### config.mk
export PLATFORM = sky130hd
export DESIGN_NAME = wb_write_arbiter
export DESIGN_NICKNAME = d
export VERILOG_FILES = /design/src/rtl/wb_write_arbiter.sv
export SDC_FILE = /design/constraint.sdc
export NUM_CORES = 1
export LEC_CHECK = 0
export BUFFER_PORTS_ARGS = -buffer_cell sky130_fd_sc_hd__buf_2
export CAP_MARGIN = 25
export CORE_UTILIZATION = 33
export DETAILED_ROUTE_END_ITERATION = 10
export PLACE_DENSITY = 0.49
export SETUP_SLACK_MARGIN = 0.5
export SYNTH_ARGS = -nofsm -noshare
export SYNTH_HDL_FRONTEND = slang
export SYNTH_SLANG_ARGS = --single-unit
### constraint.sdc
create_clock -name clk -period 5.3 [get_ports clk]
set_input_delay 0.795 -clock clk [delete_from_list [all_inputs] [get_ports clk]]
set_output_delay 0.795 -clock clk [all_outputs]
set_load 0.02 [all_outputs]
### src/rtl/wb_write_arbiter.sv
// wb_write_arbiter
//   Drives the single write port of the register file. It merges two result
//   sources into that port:
//     - the ALU result, which is unbuffered and always wins the write slot;
//     - the load result, which is buffered in a DEPTH-entry FIFO and drains
//       on any edge where the ALU is not writing.
//   Writes to x0 are dropped. A buffered load is killed (its live bit is
//   cleared) when a younger ALU write targets the same rd. Pending-write
//   flags let decode stall reads of registers that have not been written yet.
//
// Ports
//   clk, rst                      clock; synchronous active-high reset
//   alu_valid/alu_rd/alu_data     ALU result (no backpressure)
//   ld_valid/ld_ready/ld_rd/ld_data  load result handshake into the FIFO
//   rf_write/rf_write_add/rf_data registered register-file write port
//   chk_add1/chk_add2             decode source addresses to check
//   chk_pending1/chk_pending2     a write to that address is outstanding
//   fifo_count                    occupied FIFO slots (killed ones included)

module wb_write_arbiter #(
    parameter int DATA_W = 32,
    parameter int ADDR_W = 5,
    parameter int DEPTH  = 4
) (
    input  logic                       clk,
    input  logic                       rst,
    input  logic                       alu_valid,
    input  logic [ADDR_W-1:0]          alu_rd,
    input  logic [DATA_W-1:0]          alu_data,
    input  logic                       ld_valid,
    output logic                       ld_ready,
    input  logic [ADDR_W-1:0]          ld_rd,
    input  logic [DATA_W-1:0]          ld_data,
    output logic                       rf_write,
    output logic [ADDR_W-1:0]          rf_write_add,
    output logic [DATA_W-1:0]          rf_data,
    input  logic [ADDR_W-1:0]          chk_add1,
    input  logic [ADDR_W-1:0]          chk_add2,
    output logic                       chk_pending1,
    output logic                       chk_pending2,
    output logic [$clog2(DEPTH):0]     fifo_count
);

    localparam int PW = $clog2(DEPTH);
    localparam int CW = PW + 1;

    logic [ADDR_W-1:0] rd_q   [DEPTH];
    logic [DATA_W-1:0] data_q [DEPTH];
    logic [DEPTH-1:0]  live_q, live_d;
    logic [PW-1:0]     wr_ptr_q, wr_ptr_d;
    logic [PW-1:0]     rd_ptr_q, rd_ptr_d;
    logic [CW-1:0]     count_q, count_d;

    logic              rf_write_q, rf_write_d;
    logic [ADDR_W-1:0] rf_add_q, rf_add_d;
    logic [DATA_W-1:0] rf_data_q, rf_data_d;

    logic alu_wr;
    logic push;
    logic pop;

    // Registered count only: no combinational path from either valid input.
    assign ld_ready   = !rst && (count_q < CW'(DEPTH));
    assign fifo_count = count_q;

    assign rf_write     = rf_write_q;
    assign rf_write_add = rf_add_q;
    assign rf_data      = rf_data_q;

    always_comb begin
        alu_wr = alu_valid && (alu_rd != '0);
        // A load to x0 completes the handshake but never occupies a slot.
        push   = ld_valid && ld_ready && (ld_rd != '0);
        pop    = !alu_wr && (count_q != '0);

        live_d = live_q;
        for (int i = 0; i < DEPTH; i++) begin
            if (alu_wr && (rd_q[i] == alu_rd)) begin
                live_d[i] = 1'b0;
            end
        end
        // Popped slots lose their live bit so pending checks never see stale
        // entries; the push comes last so a same-edge load is not killed.
        if (pop) begin
            live_d[rd_ptr_q] = 1'b0;
        end
        if (push) begin
            live_d[wr_ptr_q] = 1'b1;
        end

        wr_ptr_d = push ? wr_ptr_q + PW'(1) : wr_ptr_q;
        rd_ptr_d = pop  ? rd_ptr_q + PW'(1) : rd_ptr_q;

        count_d = count_q;
        if (push && !pop) begin
            count_d = count_q + CW'(1);
        end else if (pop && !push) begin
            count_d = count_q - CW'(1);
        end

        rf_write_d = 1'b0;
        rf_add_d   = rf_add_q;
        rf_data_d  = rf_data_q;
        if (alu_wr) begin
            rf_write_d = 1'b1;
            rf_add_d   = alu_rd;
            rf_data_d  = alu_data;
        end else if (pop && live_q[rd_ptr_q]) begin
            rf_write_d = 1'b1;
            rf_add_d   = rd_q[rd_ptr_q];
            rf_data_d  = data_q[rd_ptr_q];
        end
    end

    always_comb begin
        chk_pending1 = 1'b0;
        chk_pending2 = 1'b0;
        for (int i = 0; i < DEPTH; i++) begin
            if (live_q[i] && (rd_q[i] == chk_add1)) chk_pending1 = 1'b1;
            if (live_q[i] && (rd_q[i] == chk_add2)) chk_pending2 = 1'b1;
        end
        if (rf_write_q && (rf_add_q == chk_add1)) chk_pending1 = 1'b1;
        if (rf_write_q && (rf_add_q == chk_add2)) chk_pending2 = 1'b1;
        if (chk_add1 == '0) chk_pending1 = 1'b0;
        if (chk_add2 == '0) chk_pending2 = 1'b0;
    end

    always_ff @(posedge clk) begin
        if (rst) begin
            live_q     <= '0;
            wr_ptr_q   <= '0;
            rd_ptr_q   <= '0;
            count_q    <= '0;
            rf_write_q <= 1'b0;
            rf_add_q   <= '0;
            rf_data_q  <= '0;
        end else begin
            live_q     <= live_d;
            wr_ptr_q   <= wr_ptr_d;
            rd_ptr_q   <= rd_ptr_d;
            count_q    <= count_d;
            rf_write_q <= rf_write_d;
            rf_add_q   <= rf_add_d;
            rf_data_q  <= rf_data_d;
            // Payload needs no reset: a slot is only ever read while live.
            if (push) begin
                rd_q[wr_ptr_q]   <= ld_rd;
                data_q[wr_ptr_q] <= ld_data;
            end
        end
    end

endmodule

==> qor.yml, run 1 <==
global_route:
  overflow: 0
  antenna_found_initial: 3
  grt_usage_pct: 15.4
  grt_pass1_vias: 5161
  grt_max_degree: 69
  grt_pass1_wl_um: 30500
logic_synthesis:
  ys_ff_latch: 199
  synthTopCellsByArea: "edfxtp_1, dfxtp_1, mux4_2"
  yosysTopAreaCell: "edfxtp_1"
  avgSynthCellArea_um2: 15.6
  yosysWarnings: 0
  synth_area_mm2: 0.00867
  synth_top_area_share_pct: 51.3
  syn_inst: 556
  seq_area_frac_synth_pct: 63.0
  synthDistinctLibCells: 36
  syn_nets: 654
place:
  placed_cells: 983
  dp_hpwl_um: 13500
  place.gp.congestion: 0.858
  io_buffers: 131
setup_path:
  path_max_fanout: 68
  critPathLaunchType: "input pin"
  critPathKind: "input pin to flop"
  r2r_setup_slack_ps: 2800
  critical_path_required_ps: 5580
  reg2reg_depth: 8
  endpoint_kind: "flop"
  r2r-end: "fifo_count[2]"
  r2r_start: "fifo_count[2]"
  cp.arrival_ps: 3400
sta:
  skew_ps: 12.3
  fin_crit_sh_pct: 58.9
  fin_crit_ps: 3120
  finalHoldViolCount: 0
  final.setup.tns_ps: 0
  rsz0062_at_grt: "no"
  fmax_mhz: 320
  slew_headroom_pct: 44.1
  finalSetupViolations: 0
  worst_pin_slew_ps: 838
  slew_viol_final: 0
clock_network:
  clock_path_buffers: 2
  cts_resized: 0
  numClockSinks: 199
  htree_levels: 4
  hold_buffers: 0
  post-cts-setup-buffers: 0
  numCtsBuffers: 17
  insertion_delay_ps: 430
  clkTransAtPathRegs_ps: 70
  cts_tree: "built"
  cts-root-buf: "clkbuf_16"
final_layout:
  nFillCells: 2346
  drive_gt1_share_pct: 34.5
  stdcell_count: 1017
  nNetsFinal: 770
  fin_util_pct: 40.2
  layout_common_cells: "edfxtp_1, buf_2, xor2_1, dfxtp_1, nor2_1"
  syn2layout_area_growth_pct: 18.3
  mostFrequentLayoutCell: "edfxtp_1"
die:
  die_area_mm2: 0.0269
  initial_core_util_pct: 34.0
  row_count: 58
  die_h_um: 164
  core_area_mm2: 0.0255
  die_w_um: 164
  ioPinCount: 132
drt:
  drt_wl_total_um: 19800
  avgRoutedWirePerCell_um: 19.4
  first_pass_iters: 4
  via_count: 5029
  drc: 0
  first_iter_violations: 281
  antenna_left: 0
  viasPerCell: 4.94
run_status:
  status: "completed"
worst_hold_path:
  hold_depth: 2
  holdCritStartpoint: "rf_data[11]"
  hold_path_end: "rf_data[11]"
  hp-class: "flop to flop"
flow_run:
  maxCapViolations: 0
power_and_ir_drop:
  ir_drop_mv: 0.252
  totalPowerFinal_mw: 4.04
  powerDensity_mw_per_mm2: 394
  p_leak_nw: 3.77
==> routing by layer <==
layer	vias to the layer above	routed length (µm)	part of all wire (%)	track usage [%]
met3	19	1030	5.2	4.02
met4	2	211	1.1	4.29
met5	-	8	0.040	0
met2	124	9920	50	25.4
met1	2532	8580	43	20.1
li1	2352	-	-	-
==> registers in the layout, summed over array words and instances (netlist names), named ones only <==
signal        cells
rd_q             20
data_q          128
fifo_count        3
wr_ptr_q          2
rf_data          32
rd_ptr_q          2
rf_write_add      5
live_q            4
rf_write          1
==> through the flow <==
stage / area [µm²] / hold WS (ps) / setup slack, ps
floorplan: 8670 / 511 / 2200
global placement: 9570 / 485 / 1760
detailed placement: 9670 / 491 / 1690
CTS: 10200 / 501 / 2140
global route: 10200 / 517 / 1980
finish: 10300 / 500 / 2180
==> worst max-delay path by stage <==
stage | from | end | slack (ps) | cells past startpoint
after floorplan | rst | data_q[0][0] | 2200 | 5
after global placement | alu_rd[0] | rf_data[25] | 1760 | 7
after detailed placement | alu_rd[0] | rf_data[3] | 1690 | 7
after CTS | alu_rd[0] | rf_data[3] | 2140 | 7
after global routing | alu_rd[0] | rf_data[30] | 1980 | 7
final | alu_rd[0] | rf_data[26] | 2180 | 7
==> Yosys cell counts (all sizes together) <==
cell type,instances
nand2b,1
ha,9
clkbuf,24
o21ba,4
inv,5
a21oi,4
a31oi,4
fa,1
and2,4
nor4,10
o21ai,2
nand3,17
or4,3
buf,18
nor3,1
xor2,50
mux4,38
nor2,44
xnor2,24
mux2i,37
nand2,12
o22a,2
edfxtp,148
o22ai,1
a211oi,34
or3,2
dfxtp,51
a311oi,2
o41ai,4
==> critical path, stage by stage <==
cell and delay (ps):
buf_2 160, or4_4 560, o21ai_4 140, buf_4 640
nand2_4 660, nor2_1 310, a211oi_2 70
==> cells by family (layout without fill, tap and decap cells) <==
kind of cell / after synthesis / in the layout / share of synthesized area (%)
flip-flops: 199 / 199 / 63.0
adder cells (fa/ha/maj): 10 / 10 / 1.53
AND/OR/NAND/NOR: 94 / 94 / 5.02
XOR/XNOR: 74 / 74 / 7.48
AO/OA/AOI/OAI: 57 / 57 / 6.21
buffers and inverters: 47 / 176 / 2.57
multiplexers: 75 / 75 / 14.1
other: 0 / 2 / 0
==> power breakdown <==
part	switching, mW	total [mW]	internal (mW)
Clock	0.570	1.27	0.701
Combinational	0.447	0.864	0.417
Sequential	0.117	1.91	1.79
Total	1.13	4.04	2.91
==> layout make-up <==
type | count | area (µm²) | share of cell area, %
clock inverter | 14 | 149 | 1.45
multi-input combinational | 310 | 2990 | 29.2
sequential | 199 | 5470 | 53.3
timing repair buffer | 139 | 778 | 7.59
clock buffer | 18 | 429 | 4.19
tap | 330 | 413 | 4.03
inverter | 5 | 18.8 | 0.183
antenna | 2 | 5.00 | 0.0488
(Power assumes the default switching activity.)
==> run 2: changes to the inputs <==
--- a/config.mk
+++ b/config.mk
@@ -5,11 +5,12 @@
 export SDC_FILE = /design/constraint.sdc
 export NUM_CORES = 1
 export LEC_CHECK = 0
+export ABC_AREA = 1
 export BUFFER_PORTS_ARGS = -buffer_cell sky130_fd_sc_hd__buf_2
 export CAP_MARGIN = 25
 export CORE_UTILIZATION = 33
 export DETAILED_ROUTE_END_ITERATION = 10
-export PLACE_DENSITY = 0.49
+export PLACE_DENSITY = 0.51
 export SETUP_SLACK_MARGIN = 0.5
 export SYNTH_ARGS = -nofsm -noshare
 export SYNTH_HDL_FRONTEND = slang
==> constraint.sdc (replaced) <==
create_clock -name clk -period 2.8 [get_ports clk]
set_input_delay 0.42 -clock clk [delete_from_list [all_inputs] [get_ports clk]]
set_output_delay 0.42 -clock clk [all_outputs]
set_load 0.02 [all_outputs]
==> run 2 against run 1 <==
  * Clock skew is 7.0 ps higher
  * Critical endpoint is now chk_pending1
  * Wire length up 25%
  * Sequential power increased by 87%
  * Non-clock buffer count up 23
  * Setup slack lost 1600 ps
  * Hold slack worse by 320 ps
==> qor.yml, run 2 <==
drt:
  drt_wl_total_um: 24600  # was 19800 µm
  antenna_left: 0  # unchanged
  viasPerCell: 4.76  # was 4.94
  first_pass_iters: 5  # was 4
  via_count: 7091  # was 5029
  avgRoutedWirePerCell_um: 16.5  # was 19.4 µm
  first_iter_violations: 464  # was 281
  drc: 0  # unchanged
setup_path:
  worstSetupStartpoint: "rd_q[1][4]"  # was alu_rd[0]
  cp.arrival_ps: 1810  # was 3400 ps
  r2r_start: "fifo_count[2]"  # unchanged
  endpoint_kind: "output port"  # was flop
  critical_path_required_ps: 2380  # was 5580 ps
  critPathKind: "flop to output port"  # was input pin to flop
  critPathLaunchType: "flop"  # was input pin
  path_max_fanout: 4  # was 68
clock_network:
  clock_path_buffers: 2  # unchanged
  insertion_delay_ps: 440  # was 430 ps
  cts_tree: "built"  # unchanged
  clkTransAtPathRegs_ps: 90  # was 70 ps
  numClockSinks: 199  # unchanged
  cts-root-buf: "clkbuf_16"  # unchanged
  numCtsBuffers: 17  # unchanged
  htree_levels: 4  # unchanged
die:
  row_count: 60  # was 58
  die_w_um: 169  # was 164 µm
  die_area_mm2: 0.0285  # was 0.0269 mm²
  ioPinCount: 132  # unchanged
  initial_core_util_pct: 33.8  # was 34.0%
  die_h_um: 169  # was 164 µm
  core_area_mm2: 0.0271  # was 0.0255 mm²
power_and_ir_drop:
  seqPwrFrac_pct: 43.0  # was 47.2%
  powerDensity_mw_per_mm2: 764  # was 394 mW/mm²
  switching_power_mw: 2.94  # was 1.13 mW
  ir_drop_mv: 0.338  # was 0.252 mV
  p_clk_share_pct: 30.6  # was 31.4%
  totalPowerFinal_mw: 8.33  # was 4.04 mW
  combPwrFrac_pct: 26.4  # was 21.4%
  p_int_mw: 5.39  # was 2.91 mW
  swShare_pct: 35.3  # was 28.0%
  p_leak_nw: 4.41  # was 3.77 nW
sta:
  worst_pin_slew_ps: 848  # was 838 ps
  skew_ps: 19.3  # was 12.3 ps
  final.setup.tns_ps: 0  # unchanged
  slew_viol_final: 0  # unchanged
  finalHoldViolCount: 0  # unchanged
  finalSetupViolations: 0  # unchanged
  slew_headroom_pct: 43.5  # was 44.1%
  fin_crit_sh_pct: 79.8
  fmax_mhz: 448
  rsz0062_at_grt: "yes"  # was no
  fin_crit_ps: 2230
logic_synthesis:
  synthArstFlopShare_pct: 0  # unchanged
  synthDistinctLibCells: 32  # was 36
  synth_top_area_share_pct: 48.5  # was 51.3%
  synth_area_mm2: 0.00917  # was 0.00867 mm²
  yosysWarnings: 0  # unchanged
  syn_nets: 1070  # was 654
  synthAdderAreaFrac_pct: 1.45  # was 1.53%
  synth-xor-area-share_pct: 2.20  # was 7.48%
  ys_ff_latch: 199  # unchanged
  yosysMostFrequentCell: "nand2_1"  # was edfxtp_1
  syn_inst: 972  # was 556
  synth-simple-area-share_pct: 19.5  # was 5.02%
  synth_top_family_by_area: "simple AND/OR/NAND/NOR gates"  # was multiplexers
  synth_compound_area_share_pct: 11.3  # was 6.21%
  yosysTopAreaCell: "edfxtp_1"  # unchanged
  synth.top_cells.by_count: "nand2_1, nor2_1, edfxtp_1, o21ai_0, dfxtp_1"  # was edfxtp_1, dfxtp_1, xor2_1, nor2_1, mux4_2
  synth_edf_count: 148  # unchanged
  seq_area_frac_synth_pct: 59.6  # was 63.0%
  yosys_most_used_dff: "edfxtp_1"  # unchanged
  synth_mux_area_share_pct: 0  # was 14.1%
  avgSynthCellArea_um2: 9.43  # was 15.6 µm²
  synthTopCellsByArea: "edfxtp_1, dfxtp_1, nand2_1"  # was edfxtp_1, dfxtp_1, mux4_2
flow_run:
  maxCapViolations: 0  # unchanged
global_route:
  grt_max_degree: 83  # was 69
  overflow: 0  # unchanged
  grt_pass1_wl_um: 38700  # was 30500 µm
  grt_pass1_vias: 6804  # was 5161
  grt_usage_pct: 18.0  # was 15.4%
  antenna_found_initial: 3  # unchanged
final_layout:
  top_register: "data_q"  # unchanged
  nNetsFinal: 1201  # was 770
  largest_register_ff_count: 128  # unchanged
  drive_gt1_share_pct: 21.0  # was 34.5%
  layout_common_cells: "nand2_1, nor2_1, edfxtp_1, buf_2, o21ai_0"  # was edfxtp_1, buf_2, xor2_1, dfxtp_1, nor2_1
  mostFrequentLayoutCell: "nand2_1"  # was edfxtp_1
  syn2layout_area_growth_pct: 19.0  # was 18.3%
worst_hold_path:
  holdCritStartpoint: "ld_data[21]"  # was rf_data[11]
  hp-class: "input pin to flop"  # was flop to flop
place:
  dp_hpwl_um: 15700  # was 13500 µm
  place.gp.congestion: 0.908  # was 0.858
  io_buffers: 131  # unchanged
run_status:
  status: "completed"  # unchanged
## run 2: cell count changes after synthesis, sizes merged, moves of 12 or more
cell,before,now
nand2,12,209
nor2,44,195
o21ai,2,135
inv,5,52
xor2,50,11
mux4,38,0
mux2i,37,0
a211oi,34,0
o22ai,1,33
a21oi,4,20
buf,18,33
xnor2,24,12
## run 2: area by class of cell
type                    count  area, µm²
clock buffers              17        425
flip-flops and latches    199       5470
inverters                  52        208
well taps                 372        465
multi-input cells         671       3180
clock inverters            15        208
diodes                      1       2.50
fillers                  2751      16200
repair buffers            162        956
## run 2: final timing paths
| kind | slack (ps) | cells past startpoint | end |
|---|---|---|---|
| max | 570 | 8 | chk_pending1 |
| min | 180 | 1 | data_q[0][21] |
| max reg2reg | 740 | 11 | fifo_count[2] |
| min reg2reg | 510 | 1 | wr_ptr_q[0] |
## run 2: layer usage
layer	track usage [%]	share of wire (%)	up-vias
met5	0	0.053	-
met4	4.90	1.2	2
met3	3.39	4.2	19
met2	30.3	48	160
met1	23.7	47	3363
li1	-	-	3547
## run 2: timing repair
action	4_1_cts	5_1_grt
gates resized for setup	0	11
cloned	0	0
setup buffers	4	14
pin swaps	0	3
setup endpoints to repair	1	3
hold buffers	0	0
## run 2: cells by family (layout without fill, tap and decap cells)
| group | count (synthesis) | count (layout) |
|---|---|---|
| other cells | 0 | 1 |
| xor+xnor | 23 | 23 |
| buf+inv | 102 | 246 |
| compound gates | 195 | 195 |
| flops | 199 | 199 |
| fa+ha+maj | 10 | 10 |
| simple gates | 443 | 443 |
## run 2: worst max-delay path, cell delays in order, from the launching register on
cell	delay (ps)
edfxtp_1	500
buf_4	180
xor2_1	140
nor2_1	90
nand3_1	80
nand2_1	80
nor2_1	40
nor2_1	100
buf_4	150
## run 2: per-stage QoR
stage	worst slack [ps]	util (%)	instance area [µm²]	hold WS, ps	cells
2_1_floorplan	712	-	9170	463	972
3_3_place_gp	418	37.3	10100	483	1438
3_5_place_dp	391	37.3	10100	493	1438
4_1_cts	512	39.8	10800	167	1474
5_1_grt	469	40.2	10900	162	1488
6_report	566	40.2	10900	176	1489
## run 2: power groups by stage
| stage | Combinational [mW] | Clock (mW) | Sequential [mW] |
|---|---|---|---|
| after floorplan | 1.41 | 0 | 3.79 |
| after detailed placement | 2.20 | 0 | 3.65 |
| after global placement | 2.18 | 0 | 3.65 |
| final | 2.20 | 2.55 | 3.58 |
| after global routing | 2.48 | 2.70 | 3.61 |
| after CTS | 2.21 | 2.59 | 3.59 |
